`config.mk`:
```
export PLATFORM = sky130hd
export DESIGN_NAME = alu_control_muldiv
export DESIGN_NICKNAME = d
export VERILOG_FILES = /design/src/rtl/alu_control_muldiv.sv
export SDC_FILE = /design/constraint.sdc
export NUM_CORES = 1
export LEC_CHECK = 0
export CAP_MARGIN = 20
export CORE_MARGIN = 3
export CORE_UTILIZATION = 63
export CTS_CLUSTER_SIZE = 20
export DETAILED_ROUTE_END_ITERATION = 8
export GPL_TIMING_DRIVEN = 0
export HOLD_SLACK_MARGIN = 0.15
export PLACE_DENSITY = 0.83
export SLEW_MARGIN = 5
export SYNTH_ARGS = -nofsm -noshare
export SYNTH_HDL_FRONTEND = slang
export SYNTH_SLANG_ARGS = --single-unit
export TNS_END_PERCENT = 100
```
`constraint.sdc`:
```
create_clock -name clk_i -period 17.85 [get_ports clk_i]
set_input_delay 3.57 -clock clk_i [delete_from_list [all_inputs] [get_ports clk_i]]
set_output_delay 3.57 -clock clk_i [all_outputs]
set_load 0.02 [all_outputs]
```
`src/rtl/alu_control_muldiv.sv`:
```
// alu_control_muldiv: EX-stage ALU op decoder plus an iterative MUL/DIV/REM engine with a pipeline stall handshake
module alu_control_muldiv #(
  parameter int WIDTH = 32,
  parameter bit EARLY_OUT = 1'b1
) (
  input  logic             clk_i,
  input  logic             rst_i,
  input  logic             valid_i,
  input  logic             flush_i,
  input  logic [9:0]       funct_i,
  input  logic [1:0]       ALUOp_i,
  input  logic [WIDTH-1:0] data1_i,
  input  logic [WIDTH-1:0] data2_i,
  output logic [3:0]       ALUCtrl_o,
  output logic [WIDTH-1:0] md_result_o,
  output logic             md_done_o,
  output logic             stall_o
);
  localparam int CW = $clog2(WIDTH + 1);
  localparam logic [3:0] AND_OP = 4'd0, OR_OP = 4'd1, ADD_OP = 4'd2, SUB_OP = 4'd3, XOR_OP = 4'd4;
  localparam logic [3:0] SLL_OP = 4'd5, SRA_OP = 4'd6, MUL_OP = 4'd7, DIV_OP = 4'd8, REM_OP = 4'd9;
  localparam logic [WIDTH-1:0] MIN = {1'b1, {(WIDTH-1){1'b0}}};
  typedef enum logic [1:0] {IDLE, BUSY, DONE} state_t;
  state_t state;
  logic [CW-1:0] count;
  logic [3:0] op;
  logic [WIDTH-1:0] acc, opa, opb, special_val, mul_n, quo_n, rem_n, res_n, mag1, mag2;
  logic [WIDTH:0] diff;
  logic neg_q, neg_r, special, start, is_special;
  logic [6:0] f7;
  logic [2:0] f3;
  assign f7 = funct_i[9:3];
  assign f3 = funct_i[2:0];
  always_comb begin
    ALUCtrl_o = ADD_OP;
    case (ALUOp_i)
      2'b01: ALUCtrl_o = SUB_OP;
      2'b10:
        case (f7)
          7'b0000000: ALUCtrl_o = f3 == 3'b111 ? AND_OP : f3 == 3'b110 ? OR_OP : f3 == 3'b100 ? XOR_OP :
                                  f3 == 3'b001 ? SLL_OP : ADD_OP;
          7'b0100000: ALUCtrl_o = f3 == 3'b000 ? SUB_OP : f3 == 3'b101 ? SRA_OP : ADD_OP;
          7'b0000001: ALUCtrl_o = f3 == 3'b000 ? MUL_OP : f3 == 3'b100 ? DIV_OP : f3 == 3'b110 ? REM_OP : ADD_OP;
          default: ;
        endcase
      2'b11: ALUCtrl_o = f3 == 3'b111 ? AND_OP : f3 == 3'b110 ? OR_OP : f3 == 3'b100 ? XOR_OP :
                         f3 == 3'b001 ? SLL_OP : (f3 == 3'b101 && f7 == 7'b0100000) ? SRA_OP : ADD_OP;
      default: ;
    endcase
  end
  assign start = valid_i && !flush_i && state == IDLE &&
                 (ALUCtrl_o == MUL_OP || ALUCtrl_o == DIV_OP || ALUCtrl_o == REM_OP);
  assign stall_o = !rst_i && !flush_i && (start || state == BUSY);
  assign md_done_o = state == DONE && !flush_i;
  assign mag1 = data1_i[WIDTH-1] ? -data1_i : data1_i;
  assign mag2 = data2_i[WIDTH-1] ? -data2_i : data2_i;
  assign is_special = ALUCtrl_o != MUL_OP && (data2_i == '0 || (data1_i == MIN && data2_i == '1));
  // restoring step: shift next dividend bit into the partial remainder and try subtracting the divisor
  assign diff = {acc, opa[WIDTH-1]} - {1'b0, opb};
  assign rem_n = diff[WIDTH] ? {acc[WIDTH-2:0], opa[WIDTH-1]} : diff[WIDTH-1:0];
  assign quo_n = {opa[WIDTH-2:0], !diff[WIDTH]};
  assign mul_n = acc + (opb[0] ? opa : '0);
  assign res_n = special ? special_val : op == MUL_OP ? mul_n : op == DIV_OP ? (neg_q ? -quo_n : quo_n) :
                 (neg_r ? -rem_n : rem_n);
  always_ff @(posedge clk_i) begin
    if (rst_i) begin
      state <= IDLE;
      count <= '0;
      md_result_o <= '0;
    end else if (flush_i) begin
      state <= IDLE;
    end else begin
      case (state)
        IDLE:
          if (start) begin
            state <= BUSY;
            count <= (EARLY_OUT && is_special) ? CW'(1) : CW'(WIDTH);
            op <= ALUCtrl_o;
            acc <= '0;
            opa <= ALUCtrl_o == MUL_OP ? data1_i : mag1;
            opb <= ALUCtrl_o == MUL_OP ? data2_i : mag2;
            neg_q <= data1_i[WIDTH-1] ^ data2_i[WIDTH-1];
            neg_r <= data1_i[WIDTH-1];
            special <= is_special;
            special_val <= data2_i == '0 ? (ALUCtrl_o == DIV_OP ? '1 : data1_i) : (ALUCtrl_o == DIV_OP ? MIN : '0);
          end
        BUSY: begin
          count <= count - CW'(1);
          acc <= op == MUL_OP ? mul_n : rem_n;
          opa <= op == MUL_OP ? opa << 1 : quo_n;
          opb <= op == MUL_OP ? opb >> 1 : opb;
          if (count == CW'(1)) begin
            state <= DONE;
            md_result_o <= res_n;
          end
        end
        default: state <= IDLE;
      endcase
    end
  end
endmodule

```
==> metrics <==
Mapped Cells=1940; aggregate global-route resource usage=42.18%; Die Y-Extent=163.8 µm; static leakage=6.432 nW; GRT overflow=0; Pre-antenna DRT Iters=8; Via Count=16850; CP endpoint kind=primary output; Placer Congestion=1.056; initial antenna violation count=0; top_reg_cell synth=edfxtp_1; period utilization=62.85%; CTS Hold Bufs=0; max_cap viols=0; status=finished clean; wire per inst=23.88 µm; hold path cells=2; routed wire length=57.73 mm; Placed Cells=2384; combinational share of power=8.2%; RSZ-0062 raised after global routing=no; DRC Markers=0; CTS tree=built; Initial Util=64.31%; Largest stage delay, worst path=0.64 ns; Worst Setup Start Kind=primary input; Syn. warnings=0; sequential area share after synthesis=30.95%; via/cell ratio=6.968; CP Data Required Time=14.28 ns; count leader, synth=nand2_1; fin crit period=11.22 ns; P&R area growth vs syn=14.44%; setup bufs post-CTS=0; Critical Path AT=7.65 ns; Worst-Skew Late Latency=0.45 ns; core footprint=0.02439 mm²; asr flop ratio synth=0%; row count=57; #FFs+latches synth=175; CTS sink cnt=175; VDD IR max=0.00005857 V; HP Class=reg -> reg; Slew @ Worst Pin=1.170 ns; Die Wd=163.8 µm; Hold Path Sink=md_result_o[3]; Yosys cell types=83; Max Slew Vio Count=0; IO Pins=118; post-layout net count=2233; share of cells above drive strength 1=3.679%; Sw Ratio=25.82%; clock skew=0.01956 ns; critical path's slowest cell=clkdlybuf4s50_1; Post-Layout Cell Count=2418; Switch Pwr=0.2342 mW; largest net degree at the start of global routing=36; EDFF count, synth=135; HP Start=md_result_o[3]; biggest area consumer among synthesized cells=edfxtp_1; share of the synthesized area in the top cell type=25.84%; die footprint=0.02683 mm²; Hold Vio Cnt, Final=0; TritonCTS buffer count=17; Post-Syn Area=0.01569 mm²; fmax=89.14 MHz; P per Cell Area=50.53 mW/mm²; dominant cells by area after synthesis=edfxtp_1 (26%), o21ai_0 (5.9%), ha_1 (5.7%); root buf cell=clkbuf_16; syn avg cell area=8.086 µm²; Syn Nets=2093; R2R setup slack=10.08 ns; Rel. slew slack=21.18%; vias in the first global route=15780; worst r2r src=opb[0]; worst-case reg-to-reg path depth=21; setup violators final=0; Max Root-Sink Buffers=2; drt first-iter violations=2475; clock share of power=43.4%; CP cell instances=clkdlybuf4s50_1 > nor4_1 > nor4b_1 > o21ai_0 > or3_1 > a21oi_1 > nand3_1 > a21oi_1 > nor2_1 > nor2_1 > clkdlybuf4s50_1; clk slew on worst S/H paths=0.07 ns; # port buffers=115; crit path kind=in -> out; # resized after CTS=0; Post-synth top cells=nand2_1 (208), o21ai_0 (186), nor2_1 (143); Crit Path Max Fanout=8; R2R Path End=md_result_o[28]; HPWL after detailed placement=45.01 mm; first-pass GRT wire length=87.15 mm; ANT nets after route=0; CTS HTree Levels=4; Power Internal=0.6728 mW; setup TNS=0 ns; Flop pwr share=48.4%
worst max-delay path: cells and delay by family:
family | cells | cell delay, ns
AND/OR/NAND/NOR | 6 | 2.08
AO/OA/AOI/OAI | 3 | 0.98
buffers and inverters | 2 | 1.04
state kept, by name, indices dropped and copies added, names as in the netlist:
register,count
count,6
op,4
opa,32
acc,32
opb,32
neg_q,1
state,2
md_result_o,32
neg_r,1
special,1
special_val,32
cell families after synthesis:
| family | synth area share [%] |
|---|---|
| AO/OA/AOI/OAI | 27.56 |
| XOR/XNOR | 8.543 |
| adder cells (fa/ha/maj) | 5.918 |
| buffers and inverters | 4.347 |
| flip-flops | 30.95 |
| multiplexers | 1.970 |
| AND/OR/NAND/NOR | 20.71 |
per-stage QoR:
stage | setup WS (ns) | power, mW | hold slack (ns) | util (%) | instance area, µm²
final | 6.632 | 0.9070 | 0.4854 | 73.60 | 17950
after CTS | 6.749 | 0.8994 | 0.4750 | 73.56 | 17940
after global routing | 6.374 | 0.9215 | 0.4910 | 73.59 | 17950
after global placement | 6.881 | 0.5177 | 0.4481 | 70.69 | 17240
after floorplan | 8.198 | 0.4829 | 0.4853 | - | 15690
after detailed placement | 6.788 | 0.5203 | 0.4620 | 71.07 | 17330
power groups by stage:
stage	registers, mW	logic (mW)	clock network, mW
final	0.439	0.0740	0.394
after global routing	0.439	0.0797	0.403
after CTS	0.439	0.0723	0.388
after detailed placement	0.448	0.0719	0
after global placement	0.448	0.0693	0
after floorplan	0.448	0.0348	0
final cells by class:
type	count	area [µm²]
repair buffers	121	1234
plain buffers	110	415.4
fillers	1952	6440
inverters	71	266.5
clock buffers	18	429.2
flip-flops and latches	175	4855
multi-input cells	1584	10170
clock inverters	14	177.7
well taps	324	405.4
diodes	1	2.502
worst max-delay path by stage:
stage | endpoint | slack (ns) | startpoint
3_3_place_gp | stall_o | 6.88 | funct_i[9]
2_1_floorplan | stall_o | 8.20 | funct_i[9]
6_report | stall_o | 6.63 | funct_i[9]
3_5_place_dp | stall_o | 6.79 | funct_i[9]
4_1_cts | stall_o | 6.75 | funct_i[9]
5_1_grt | stall_o | 6.37 | funct_i[9]
layout by cell type (no fill, tap or decap), types with 17 or more instances in the layout:
cell type	netlist	routed
and2_1	51	49
nand2_1	208	208
nor4_1	24	24
xor2_1	92	92
inv_1	70	70
a211oi_1	34	34
a21o_1	39	39
edfxtp_1	135	135
mux2i_1	23	23
o211ai_1	30	30
clkbuf_1	104	105
or3_1	44	44
a21oi_1	134	134
nor3_1	46	46
or4_1	17	17
nand3_1	36	36
o21ai_0	186	186
xnor2_1	61	61
nand4_1	18	18
clkbuf_16	0	17
ha_1	71	71
o21a_1	52	52
clkdlybuf4s50_1	0	115
nor2_1	143	142
dfxtp_1	40	40
o31ai_1	37	37
routing by layer:
layer	routed length, µm	global-route usage, %
met1	21820	55.15
met2	25070	63.77
met3	7554	12.36
met4	3282	21.15
met5	0	0
(Power assumes the default switching activity.)
